$ cat src/rtl/writeback_queue.sv
// writeback_queue: in-order write-back FIFO feeding the integer register-file
// write port. Two producers (ALU, MUL/DIV) push results over valid/ready. The
// queue retires at most one entry per cycle into a registered output stage and
// publishes a pending-destination bitmap for decode hazard stalls.
// Optional feature macro: WB_BYPASS_EN (a lone request into an idle queue loads
// straight into the output stage, for 1-cycle latency).
module writeback_queue #(
  parameter int DEPTH = 4,
  parameter int XLEN  = 64
) (
  input  logic            CLK,
  input  logic            RESET,
  input  logic            ALU_VALID,
  input  logic [4:0]      ALU_RD,
  input  logic [XLEN-1:0] ALU_DATA,
  output logic            ALU_READY,
  input  logic            MD_VALID,
  input  logic [4:0]      MD_RD,
  input  logic [XLEN-1:0] MD_DATA,
  output logic            MD_READY,
  input  logic            WB_HOLD,
  output logic [4:0]      RD,
  output logic [XLEN-1:0] RD_DATA,
  output logic            reg_write_enable,
  output logic [31:0]     PENDING,
  output logic            FULL,
  output logic            EMPTY
);

  localparam int PW = $clog2(DEPTH);
  localparam int CW = PW + 1;

  // Queue storage and bookkeeping
  logic [4:0]      r_mem_rd   [DEPTH];
  logic [XLEN-1:0] r_mem_data [DEPTH];
  logic [DEPTH-1:0] r_valid;
  logic [PW-1:0]   r_wr_ptr;
  logic [PW-1:0]   r_rd_ptr;
  logic [CW-1:0]   r_count;

  // Output stage
  logic [4:0]      r_rd;
  logic [XLEN-1:0] r_rd_data;
  logic            r_we;
  logic [31:0]     r_pending;

  // Handshake / push decode
  logic            w_free_ge1;
  logic            w_free_ge2;
  logic            w_alu_push;
  logic            w_md_push;
  logic            w_bypass;
  logic            w_alu_enq;
  logic            w_md_enq;
  logic            w_enq0;
  logic            w_enq1;
  logic [4:0]      w_slot0_rd;
  logic [XLEN-1:0] w_slot0_data;
  logic [PW-1:0]   w_wr_ptr1;
  logic            w_pop;
  logic [CW-1:0]   w_n_push;

  // Next-state values
  logic [4:0]       w_rd_next;
  logic [XLEN-1:0]  w_data_next;
  logic             w_we_next;
  logic [DEPTH-1:0] w_valid_next;
  logic [31:0]      w_pending_next;

  // Readiness depends only on the registered count, never on WB_HOLD.
  assign w_free_ge1 = (r_count < CW'(DEPTH));
  assign w_free_ge2 = (r_count <= CW'(DEPTH - 2));
  assign ALU_READY  = !RESET && w_free_ge1;
  assign MD_READY   = !RESET && (ALU_VALID ? w_free_ge2 : w_free_ge1);

  // x0 destinations complete the handshake but are dropped here.
  assign w_alu_push = ALU_VALID && ALU_READY && (ALU_RD != 5'd0);
  assign w_md_push  = MD_VALID  && MD_READY  && (MD_RD  != 5'd0);
  assign w_pop      = !WB_HOLD && (r_count != '0);

`ifdef WB_BYPASS_EN
  assign w_bypass = (r_count == '0) && !WB_HOLD && (w_alu_push || w_md_push);
`else
  assign w_bypass = 1'b0;
`endif

  // A bypassed ALU entry skips the FIFO; MD bypasses only when it is alone.
  assign w_alu_enq    = w_alu_push && !w_bypass;
  assign w_md_enq     = w_md_push && !(w_bypass && !w_alu_push);
  assign w_enq0       = w_alu_enq || w_md_enq;
  assign w_enq1       = w_alu_enq && w_md_enq;
  assign w_slot0_rd   = w_alu_enq ? ALU_RD   : MD_RD;
  assign w_slot0_data = w_alu_enq ? ALU_DATA : MD_DATA;
  assign w_wr_ptr1    = r_wr_ptr + PW'(1);
  assign w_n_push     = CW'(w_enq0) + CW'(w_enq1);

  // Next output stage and next pending bitmap, derived from the post-edge state.
  always_comb begin
    // NOTE: every combinationally assigned signal gets a default first so no path leaves it unassigned (no latch).
    w_we_next      = 1'b0;
    w_rd_next      = r_rd;
    w_data_next    = r_rd_data;
    w_valid_next   = r_valid;
    w_pending_next = '0;
    if (w_pop) begin
      w_we_next   = 1'b1;
      w_rd_next   = r_mem_rd[r_rd_ptr];
      w_data_next = r_mem_data[r_rd_ptr];
      w_valid_next[r_rd_ptr] = 1'b0;
    end else if (w_bypass) begin
      w_we_next   = 1'b1;
      w_rd_next   = w_alu_push ? ALU_RD   : MD_RD;
      w_data_next = w_alu_push ? ALU_DATA : MD_DATA;
    end
    if (w_enq0) w_valid_next[r_wr_ptr]  = 1'b1;
    if (w_enq1) w_valid_next[w_wr_ptr1] = 1'b1;
    for (int i = 0; i < DEPTH; i++) begin
      if (w_valid_next[i]) begin
        if (w_enq0 && (PW'(i) == r_wr_ptr))
          w_pending_next[w_slot0_rd] = 1'b1;
        else if (w_enq1 && (PW'(i) == w_wr_ptr1))
          w_pending_next[MD_RD] = 1'b1;
        else
          w_pending_next[r_mem_rd[i]] = 1'b1;
      end
    end
    if (w_we_next) w_pending_next[w_rd_next] = 1'b1;
    w_pending_next[0] = 1'b0;
  end

  // FIFO payload writes; ALU lands ahead of MD when both are enqueued.
  // NOTE: payload storage is not reset; r_valid and r_count alone decide which slots are meaningful.
  always_ff @(posedge CLK) begin
    if (w_enq0) begin
      r_mem_rd[r_wr_ptr]   <= w_slot0_rd;
      r_mem_data[r_wr_ptr] <= w_slot0_data;
    end
    if (w_enq1) begin
      r_mem_rd[w_wr_ptr1]   <= MD_RD;
      r_mem_data[w_wr_ptr1] <= MD_DATA;
    end
  end

  // Pointers, count, occupancy bits, output stage and pending bitmap.
  // NOTE: sequential state uses non-blocking assignments so every register samples pre-edge values.
  always_ff @(posedge CLK) begin
    if (RESET) begin
      r_wr_ptr  <= '0;
      r_rd_ptr  <= '0;
      r_count   <= '0;
      r_valid   <= '0;
      r_rd      <= '0;
      r_rd_data <= '0;
      r_we      <= 1'b0;
      r_pending <= '0;
    end else begin
      r_wr_ptr  <= r_wr_ptr + PW'(w_n_push);
      r_rd_ptr  <= r_rd_ptr + PW'(w_pop);
      r_count   <= r_count + w_n_push - CW'(w_pop);
      r_valid   <= w_valid_next;
      r_rd      <= w_rd_next;
      r_rd_data <= w_data_next;
      r_we      <= w_we_next;
      r_pending <= w_pending_next;
    end
  end

  assign RD               = r_rd;
  assign RD_DATA          = r_rd_data;
  assign reg_write_enable = r_we;
  assign PENDING          = r_pending;
  assign FULL             = (r_count == CW'(DEPTH));
  assign EMPTY            = (r_count == '0);

endmodule

$ cat config.mk
export PLATFORM = sky130hd
export DESIGN_NAME = writeback_queue
export DESIGN_NICKNAME = d
export VERILOG_FILES = /design/src/rtl/writeback_queue.sv
export SDC_FILE = /design/constraint.sdc
export NUM_CORES = 1
export LEC_CHECK = 0
export BUFFER_PORTS_ARGS = -buffer_cell sky130_fd_sc_hd__buf_2
export CAP_MARGIN = 40
export CORE_UTILIZATION = 35
export CTS_BUF_LIST = sky130_fd_sc_hd__clkbuf_4
export DETAILED_ROUTE_END_ITERATION = 6
export GPL_TIMING_DRIVEN = 0
export HOLD_SLACK_MARGIN = 0.03
export PLACE_DENSITY = 0.52
export SETUP_SLACK_MARGIN = 0.3
export SYNTH_ARGS = -nofsm -noshare
export SYNTH_HDL_FRONTEND = slang
export SYNTH_SLANG_ARGS = --single-unit
$ cat constraint.sdc
create_clock -name CLK -period 12.89 [get_ports CLK]
set_input_delay 1.289 -clock CLK [delete_from_list [all_inputs] [get_ports CLK]]
set_output_delay 1.289 -clock CLK [all_outputs]
set_load 0.05 [all_outputs]
==> results of run 1 <==
==> synth_stat cells (all sizes together), types with 3 or more instances <==
cell    instances
a211oi          9
nand2         210
a21oi         115
or2             8
nor3           15
a32oi          40
o31ai           3
o221ai         31
edfxtp        276
o32ai           4
a41oi          16
nor2          111
o21ai          83
ha              8
o22ai           5
and3            8
a22oi          11
nand2b         11
nand4           6
a211o           3
or3b            6
and2            3
nand3b         14
a31oi          23
a221oi         38
nor3b          19
mux2          264
and3b           7
buf            67
o41ai           3
clkbuf        106
inv            12
or3            10
o211ai         26
nand3          37
xnor2           4
o21a            3
a221o          19
dfxtp         112
nor2b          11
or4             3
mux4           69
==> layout make-up <==
| type | instances | area (sq um) | share of cell area, % |
|---|---|---|---|
| Timing Repair Buffer | 274 | 1550 | 6.10 |
| Multi-Input combinational cell | 1280 | 10100 | 39.7 |
| Antenna cell | 8 | 20.0 | 0.0786 |
| Tap cell | 782 | 978 | 3.84 |
| Inverter | 12 | 47.5 | 0.187 |
| Buffer | 173 | 724 | 2.84 |
| Sequential cell | 388 | 10500 | 41.3 |
| Clock buffer | 176 | 1320 | 5.19 |
| Clock inverter | 23 | 185 | 0.727 |
==> path summary, 6_finish.rpt <==
| path | to | slack [ns] | cells after the start |
|---|---|---|---|
| setup / recovery | PENDING[18]$_SDFF_PP0_ | 6.88 | 16 |
| setup reg to reg | PENDING[15]$_SDFF_PP0_ | 8.04 | 14 |
| hold / removal | RD_DATA[29]$_SDFFE_PP0N_ | 0.45 | 2 |
| hold reg to reg | RD_DATA[29]$_SDFFE_PP0N_ | 0.45 | 2 |
==> power by group <==
| part | total (W) | switching (W) | internal (W) | leakage (nW) |
|---|---|---|---|---|
| Sequential | 0.00162 | 0.0000716 | 0.00155 | 3.44 |
| Combinational | 0.00174 | 0.00118 | 0.000555 | 4.49 |
| Clock | 0.00123 | 0.000550 | 0.000675 | 0.899 |
| Total | 0.00459 | 0.00180 | 0.00278 | 8.83 |
==> metrics by stage <==
| step | hold WS (ns) | setup slack [ns] |
|---|---|---|
| finish | 0.453 | 6.88 |
| global route | 0.467 | 6.89 |
| CTS | 0.453 | 7.23 |
| detailed placement | 0.445 | 6.28 |
| global placement | 0.441 | 3.23 |
| floorplan | 0.554 | 6.53 |
==> sequential cells by signal (all words and copies together) (netlist names) <==
| signal | count |
|---|---|
| PENDING | 31 |
| r_count | 3 |
| r_rd_ptr | 2 |
| reg_write_enable | 1 |
| r_wr_ptr | 2 |
| RD_DATA | 64 |
| r_valid | 4 |
| RD | 5 |
| r_mem_data | 256 |
| r_mem_rd | 20 |
==> cell families (layout without fill, tap and decap cells) <==
logic type,Yosys count,count (layout),synth area share (%)
xor gates and xnor gates,5,5,0.205
AOI/OAI and AO/OA,444,444,14.4
and+or+nand+nor,487,487,10.8
adders and majority gates,9,9,0.562
muxes,334,334,21.2
other,1,9,0.0175
DFF,388,388,49.3
buffers and inverters,185,658,3.61
==> per-layer routing <==
layer  GRT usage [%]  vias to the layer above
li1                -                     8087
met1            37.3                     9374
met2            49.1                      920
met3            6.56                      217
met4            15.4                       20
met5               0                        -
==> worst min-delay path, cell delays in order (launching register included) <==
cell	delay, ns
dfxtp_1	0.31
nand2_1	0.05
a21oi_1	0.05
==> layout by cell type, fill, tap and decap left out, types with 8 or more instances in the layout <==
| cell | instances |
|---|---|
| edfxtp_1 | 276 |
| buf_2 | 295 |
| and3_1 | 8 |
| nor2b_1 | 11 |
| nand2b_1 | 11 |
| a221o_1 | 19 |
| nor3b_1 | 16 |
| clkbuf_1 | 105 |
| clkinv_1 | 15 |
| buf_6 | 8 |
| a221oi_1 | 38 |
| buf_1 | 19 |
| diode_2 | 8 |
| o21ai_0 | 81 |
| a31oi_1 | 20 |
| o221ai_1 | 31 |
| a211oi_1 | 8 |
| nand3_1 | 37 |
| nand3b_1 | 14 |
| dfxtp_1 | 112 |
| nor3_1 | 13 |
| ha_1 | 8 |
| nand2_1 | 206 |
| clkbuf_4 | 177 |
| a21oi_1 | 115 |
| inv_1 | 10 |
| mux4_2 | 69 |
| a22oi_1 | 11 |
| o211ai_1 | 26 |
| a41oi_1 | 16 |
| nor2_1 | 111 |
| mux2_2 | 264 |
| buf_4 | 12 |
| or3_1 | 10 |
| a32oi_1 | 40 |
==> results by group, run 1 <==
Yosys
  • Asr flop ratio synth: 0%
  • Yosys reg bits: 388
  • Post-synthesis net count: 2,005
  • Top cells by area, synth: edfxtp_1 (39%), mux2_2 (14%), dfxtp_1 (10%)
  • YS warnings: 0
  • Count of cell types in the netlist: 76
  • Ys flop type: edfxtp_1
  • Area leader, netlist: edfxtp_1
  • Top-area cell type share of the netlist area: 38.8%
  • Sequential fraction of the synthesis area: 49.3%
  • Post-synth EDFFs: 276
  • Post-Syn Area per Cell: 11.5 sq um
  • Post-Syn Instances: 1,853
  • Area of the mapped netlist: 21,400 sq um

Floorplanning
  • Core footprint: 60,400 sq um
  • I/O Pins: 249
  • Starting Density: 35.4%
  • Std-Cell Rows: 90
  • Chip Width: 249 um
  • Chip height: 249 um
  • DIE AREA: 62,100 sq um

Clock tree
  • Root Driver: clkbuf_4
  • Clk buf depth: 3
  • Cts bufs inserted: 107
  • Clock sinks: 388
  • Hold_buf cts: 0
  • Setup repair bufs after CTS: 0
  • TritonCTS clock tree: built
  • Resize count post-CTS: 0
  • H-tree Lvls: 3
  • Clk_lat worst skew: 0.91 ns
  • CTS clock-pin slew for the worst setup and hold paths: 0.06 ns

Run status
  • Outcome: complete, no violations

Placement
  • Placed Area: 23,900 sq um
  • Routability Congestion: 1.09
  • DP HPWL: 70,100 um
  • # port buffers: 245
  • DP Cell Count: 2,909

Final layout
  • Share of cells above drive strength 1: 37.3%
  • Final instance area: 25,500 sq um
  • Non-filler cells, final: 3,116
  • Area Overhead vs Synth: 19.1%
  • Nets: 2,388
  • FILL cells: 5,958
  • Fin util: 42.2%

Worst setup path
  • Crit path buf inv count: 6
  • CP max-delay cell: nor2_1
  • Worst path cell trace: buf_2 > clkbuf_1 > nor2_1 > clkbuf_1 > nand2_1 > nand3_1 > inv_1 > ha_1 > nand3b_1 > nand2_4 > nor2b_1 > buf_2 > buf_1 > nor2_1 > a32oi_1 > a31oi_1
  • CP Class: primary input to flop
  • Critical Path RT: 13.58 ns
  • Critical Path Source Type: primary input
  • CP max FO: 40
  • Crit path from: MD_RD[4]
  • CP Capture Type: flop
  • CP arrival: 6.70 ns
  • Worst reg2reg startpoint: r_count[2]$_SDFF_PP0_
  • Delay-heaviest family, CP: simple AND/OR/NAND/NOR gates
  • Slowest stage delay, CP: 0.72 ns

Routing
  • Vias/cell: 5.97
  • Final ANT Viol Nets: 0
  • Initial drt markers: 1,752
  • Wire per inst: 30.5 um
  • Max layer used: met5
  • M1 wire length: 38,000 um
  • WL final: 94,900 um
  • Routed length on met2: 44,900 um
  • Met3 Wirelength: 7210 um
  • DRC Markers: 0
  • Total number of vias: 18,600
  • DRT Pass-1 Iters: 6

STA
  • Fin Clk Skew: 0.100 ns
  • Maximum clock rate: 166 MHz
  • Setup TNS: 0 ns
  • Tightest Pin Transition: 1.09 ns
  • Final hold violation count: 0
  • Fin. max-slew vios: 0
  • RSZ-0062 raised after global routing: false
  • Shortest period the worst path allows: 6.01 ns
  • Period utilization: 46.6%
  • Setup Viol. Count Final: 0
  • Max-slew headroom: 27.7%

Global route
  • Largest net degree at the start of global routing: 48
  • First-pass GRT wire length: 134,000 um
  • Gr usage total: 30.0%
  • Number of global-route vias before repair: 18,500
  • Initial antenna violation count: 16
  • Total gr overflow: 0

Power
  • Overall Power: 0.00459 W
  • Power per Cell Area: 180 nW/um^2
  • Static Leakage: 8.83 nW
  • Peak VDD IR: 0.116 mV

Job
  • Max Cap Violations: 0

Worst hold path
  • Hold Crit Start: RD_DATA[29]$_SDFFE_PP0N_
  • Hold Path Class: flop to flop
Power figures use the tool's default switching activity.
==> run 2, diff against run 1 <==
- ABC_AREA: unset -> 1
- PLACE_DENSITY: 0.52 -> 0.54
- clock period: 12.89 -> 5.45 ns (I/O delays scaled with it)
==> run 2 against run 1 <==
  * The flow now finishes with violations (design-rule violations)
  * Non-clock buffer count increased by 119
  * Power grew to 2.5 times the previous value
  * First-iteration DRC count up 43%
  * Critical path depth grew 2
  * Die area is 3.5% higher
  * Routed wire length increased by 6.1%
  * Largest power group unchanged
==> results by group, run 2 <==
Worst setup path
  • CP max-delay cell: dlygate4sd3_1
  • Worst reg2reg startpoint: r_count[2]$_SDFF_PP0_
  • CP Capture Type: flop
  • R2R Path End: r_mem_data[3][50]$_DFFE_PP_
  • CP max FO: 10 (-75%)
  • Crit path capture: r_mem_data[3][50]$_DFFE_PP_
  • CP arrival: 5.50 ns (-1.20 ns)
  • Reg-to-reg setup timing slack: 0.71 ns (-7.33 ns)
  • CP Class: flop to flop
  • Critical Path Source Type: flop
  • Crit path from: r_count[2]$_SDFF_PP0_
  • Slowest stage delay, CP: 0.56 ns (-0.16 ns)
  • Reg2Reg Depth: 18 (+4)
  • Worst path cell trace: nor2_4 > nand2_2 > inv_4 > nand2_4 > buf_6 > buf_4 > buf_4 > inv_1 > ha_1 > inv_1 > nor2_4 > buf_4 > buf_2 > buf_2 > buf_2 > nand2_1 > o21ai_0 > dlygate4sd3_1
  • Critical Path RT: 6.21 ns (-7.37 ns)

Placement
  • DP Cell Count: 3,806 (+31%)
  • # port buffers: 242 (-1.2%)
  • DP HPWL: 73,700 um (+5.1%)
  • Routability Congestion: 1.00 (-8.1%)

Clock tree
  • Resize count post-CTS: 0 (unchanged)
  • H-tree Lvls: 3 (unchanged)
  • Clock sinks: 388 (unchanged)
  • CTS clock-pin slew for the worst setup and hold paths: 0.07 ns (about the same)
  • Root Driver: clkbuf_4
  • Clk_lat worst skew: 0.93 ns (+0.02 ns)
  • Cts bufs inserted: 106 (-0.93%)
  • TritonCTS clock tree: built
  • Clk buf depth: 3 (unchanged)

Floorplanning
  • DIE AREA: 64,200 sq um (+3.5%)
  • Std-Cell Rows: 91 (+1.1%)
  • I/O Pins: 249 (unchanged)
  • Chip height: 253 um (+1.7%)
  • Chip Width: 253 um (+1.7%)
  • Starting Density: 35.7% (+0.23 points)
  • Core footprint: 62,100 sq um (+2.8%)

Global route
  • Largest net degree at the start of global routing: 47 (-2.1%)
  • Total gr overflow: 0 (unchanged)
  • First-pass GRT wire length: 144,000 um (+7.7%)
  • Number of global-route vias before repair: 22,000 (+19%)
  • Gr usage total: 30.9% (+0.90 points)
  • Initial antenna violation count: 1 (-15)

STA
  • Setup Viol. Count Final: 0 (unchanged)
  • Max-slew headroom: 34.7% (+7.0 points)
  • Fin Clk Skew: 0.102 ns (+0.00216 ns)
  • Tightest Pin Transition: 0.974 ns (-0.111 ns)
  • Maximum clock rate: 211 MHz
  • Setup TNS: 0 ns (unchanged)
  • Final hold violation count: 0 (unchanged)
  • Fin. max-slew vios: 0 (unchanged)
  • Shortest period the worst path allows: 4.74 ns
  • RSZ-0062 raised after global routing: false
  • Period utilization: 87.0%

Yosys
  • Post-synthesis net count: 2,853 (+42%)
  • Yosys reg bits: 388 (unchanged)
  • Post-Syn Area per Cell: 8.19 sq um (-29%)
  • Top-area cell type share of the netlist area: 37.5% (-1.3 points)
  • Post-synth EDFFs: 276 (unchanged)
  • Sequential fraction of the synthesis area: 47.6% (-1.7 points)
  • Top cells by area, synth: edfxtp_1 (37%), nand2_1 (13%), dfxtp_1 (10%)
  • Area leader, netlist: edfxtp_1
  • Post-Syn Instances: 2,701 (+46%)
  • Count leader, synth: nand2_1
  • Ys flop type: edfxtp_1
  • YS warnings: 0 (unchanged)
  • Area of the mapped netlist: 22,100 sq um (+3.5%)
  • Asr flop ratio synth: 0% (unchanged)
  • Count of cell types in the netlist: 42 (-45%)
  • Synth cell count leaders: nand2_1 (743), o21ai_0 (340), edfxtp_1 (276)

Final layout
  • Most common cell after layout, fill and taps aside: nand2_1
  • Non-filler cells, final: 4,114 (+32%)
  • Max reg flops: 256 (unchanged)
  • Largest Register: r_mem_data
  • Nets: 3,333 (+40%)
  • Commonest cells after routing, fill and taps aside: nand2_1 (739), o21ai_0 (340), buf_2 (315), edfxtp_1 (276), nor2_1 (202)
  • Share of cells above drive strength 1: 18.9% (-18 points)
  • Area Overhead vs Synth: 23.3%

Run status
  • Failing checks: design-rule violations
  • Outcome: finished with violations

Power
  • Static Leakage: 11.3 nW (+28%)
  • Power per Cell Area: 424 nW/um^2 (+140%)
  • Overall Power: 0.0116 W (+150%)
  • Peak VDD IR: 0.183 mV (+57%)

Routing
  • Wire per inst: 24.5 um (-20%)
  • DRC Markers: 11 (+11)
  • Total number of vias: 23,000 (+23%)
  • WL final: 101,000 um (+6.1%)
  • Initial drt markers: 2,503 (+43%)
  • Vias/cell: 5.58 (-6.6%)
  • Final ANT Viol Nets: 0 (unchanged)
  • DRT Pass-1 Iters: 7 (+1)

Worst hold path
  • Hold Path Class: primary input to flop

Job
  • Max Cap Violations: 0 (unchanged)
run 2: cell count changes after synthesis, moves of 55 or more:
| cell | delta |
|---|---|
| a22oi_1 | +125 |
| a311oi_1 | +63 |
| inv_1 | +123 |
| mux2_2 | -264 |
| mux2i_1 | +63 |
| mux4_2 | -69 |
| nand2_1 | +533 |
| nand3_1 | +95 |
| nor2_1 | +91 |
| o21ai_0 | +259 |
| o21bai_1 | +55 |
run 2: repair_timing:
action | 4_1_cts | 5_1_grt
hold endpoints to repair | 256 | 0
hold buffers | 104 | 0
buffers inserted | 0 | 0
run 2: per-layer routing:
| metal | wire [um] | GRT usage (%) |
|---|---|---|
| met1 | 41600 | 40.8 |
| met4 | 4310 | 13.9 |
| met5 | 0 | 0 |
| met3 | 8820 | 5.05 |
| met2 | 46000 | 49.6 |
run 2: critical path: cells and delay by family, from the launching register on:
kind	cells	cell delay, ns
buf+inv	11	3.08
simple gates	5	0.84
flops	1	0.36
fa+ha+maj	1	0.23
compound gates	1	0.07
run 2: worst min path at each step:
stage | to | from | slack, ns | cells after the start
after floorplan | r_valid[2]$_SDFF_PP0_ | r_valid[2]$_SDFF_PP0_ | 0.46 | 2
after global placement | r_valid[2]$_SDFF_PP0_ | r_valid[2]$_SDFF_PP0_ | 0.48 | 2
after detailed placement | r_valid[2]$_SDFF_PP0_ | r_valid[2]$_SDFF_PP0_ | 0.48 | 2
after CTS | r_mem_data[1][41]$_DFFE_PP_ | ALU_DATA[41] | 0.03 | 3
after global routing | r_mem_data[1][41]$_DFFE_PP_ | ALU_DATA[41] | 0.06 | 3
final | r_mem_data[2][31]$_DFFE_PP_ | ALU_DATA[31] | 0.09 | 3
run 2: report_power, final:
| group | switching [W] | total (W) | internal (W) |
|---|---|---|---|
| registers | 0.000251 | 0.00403 | 0.00378 |
| clock network | 0.00134 | 0.00283 | 0.00149 |
| logic | 0.00345 | 0.00470 | 0.00124 |
run 2: kinds of logic (layout without fill, tap and decap cells):
group	count (synthesis)	count (layout)	synth area share, %
flip-flops	388	388	47.6
buffers and inverters	337	910	6.78
AO/OA/AOI/OAI	730	730	19.9
XOR/XNOR	3	3	0.119
adder cells (fa/ha/maj)	9	9	0.543
AND/OR/NAND/NOR	1169	1169	22.2
other	1	4	0.0170
multiplexers	64	64	2.90
run 2: per-stage QoR:
stage / utilization [%] / area [sq um] / hold WS [ns] / setup WS, ns
after global routing: 44.0 / 27300 / 0.0647 / 0.609
after floorplan: - / 22100 / 0.460 / 0.769
final: 44.0 / 27300 / 0.0907 / 0.708
after detailed placement: 39.9 / 24800 / 0.479 / 0.892
after global placement: 39.3 / 24400 / 0.477 / -1.42
after CTS: 44.0 / 27300 / 0.0309 / 0.816
run 2: layout make-up:
type | instances | area [sq um]
antenna | 3 | 7.51
sequential | 388 | 10500
fill | 6319 | 34800
multi-input combinational | 1976 | 10100
inverter | 143 | 539
buffer | 194 | 960
timing repair buffer | 372 | 2600
clock buffer | 173 | 1300
tap | 837 | 1050
clock inverter | 28 | 174
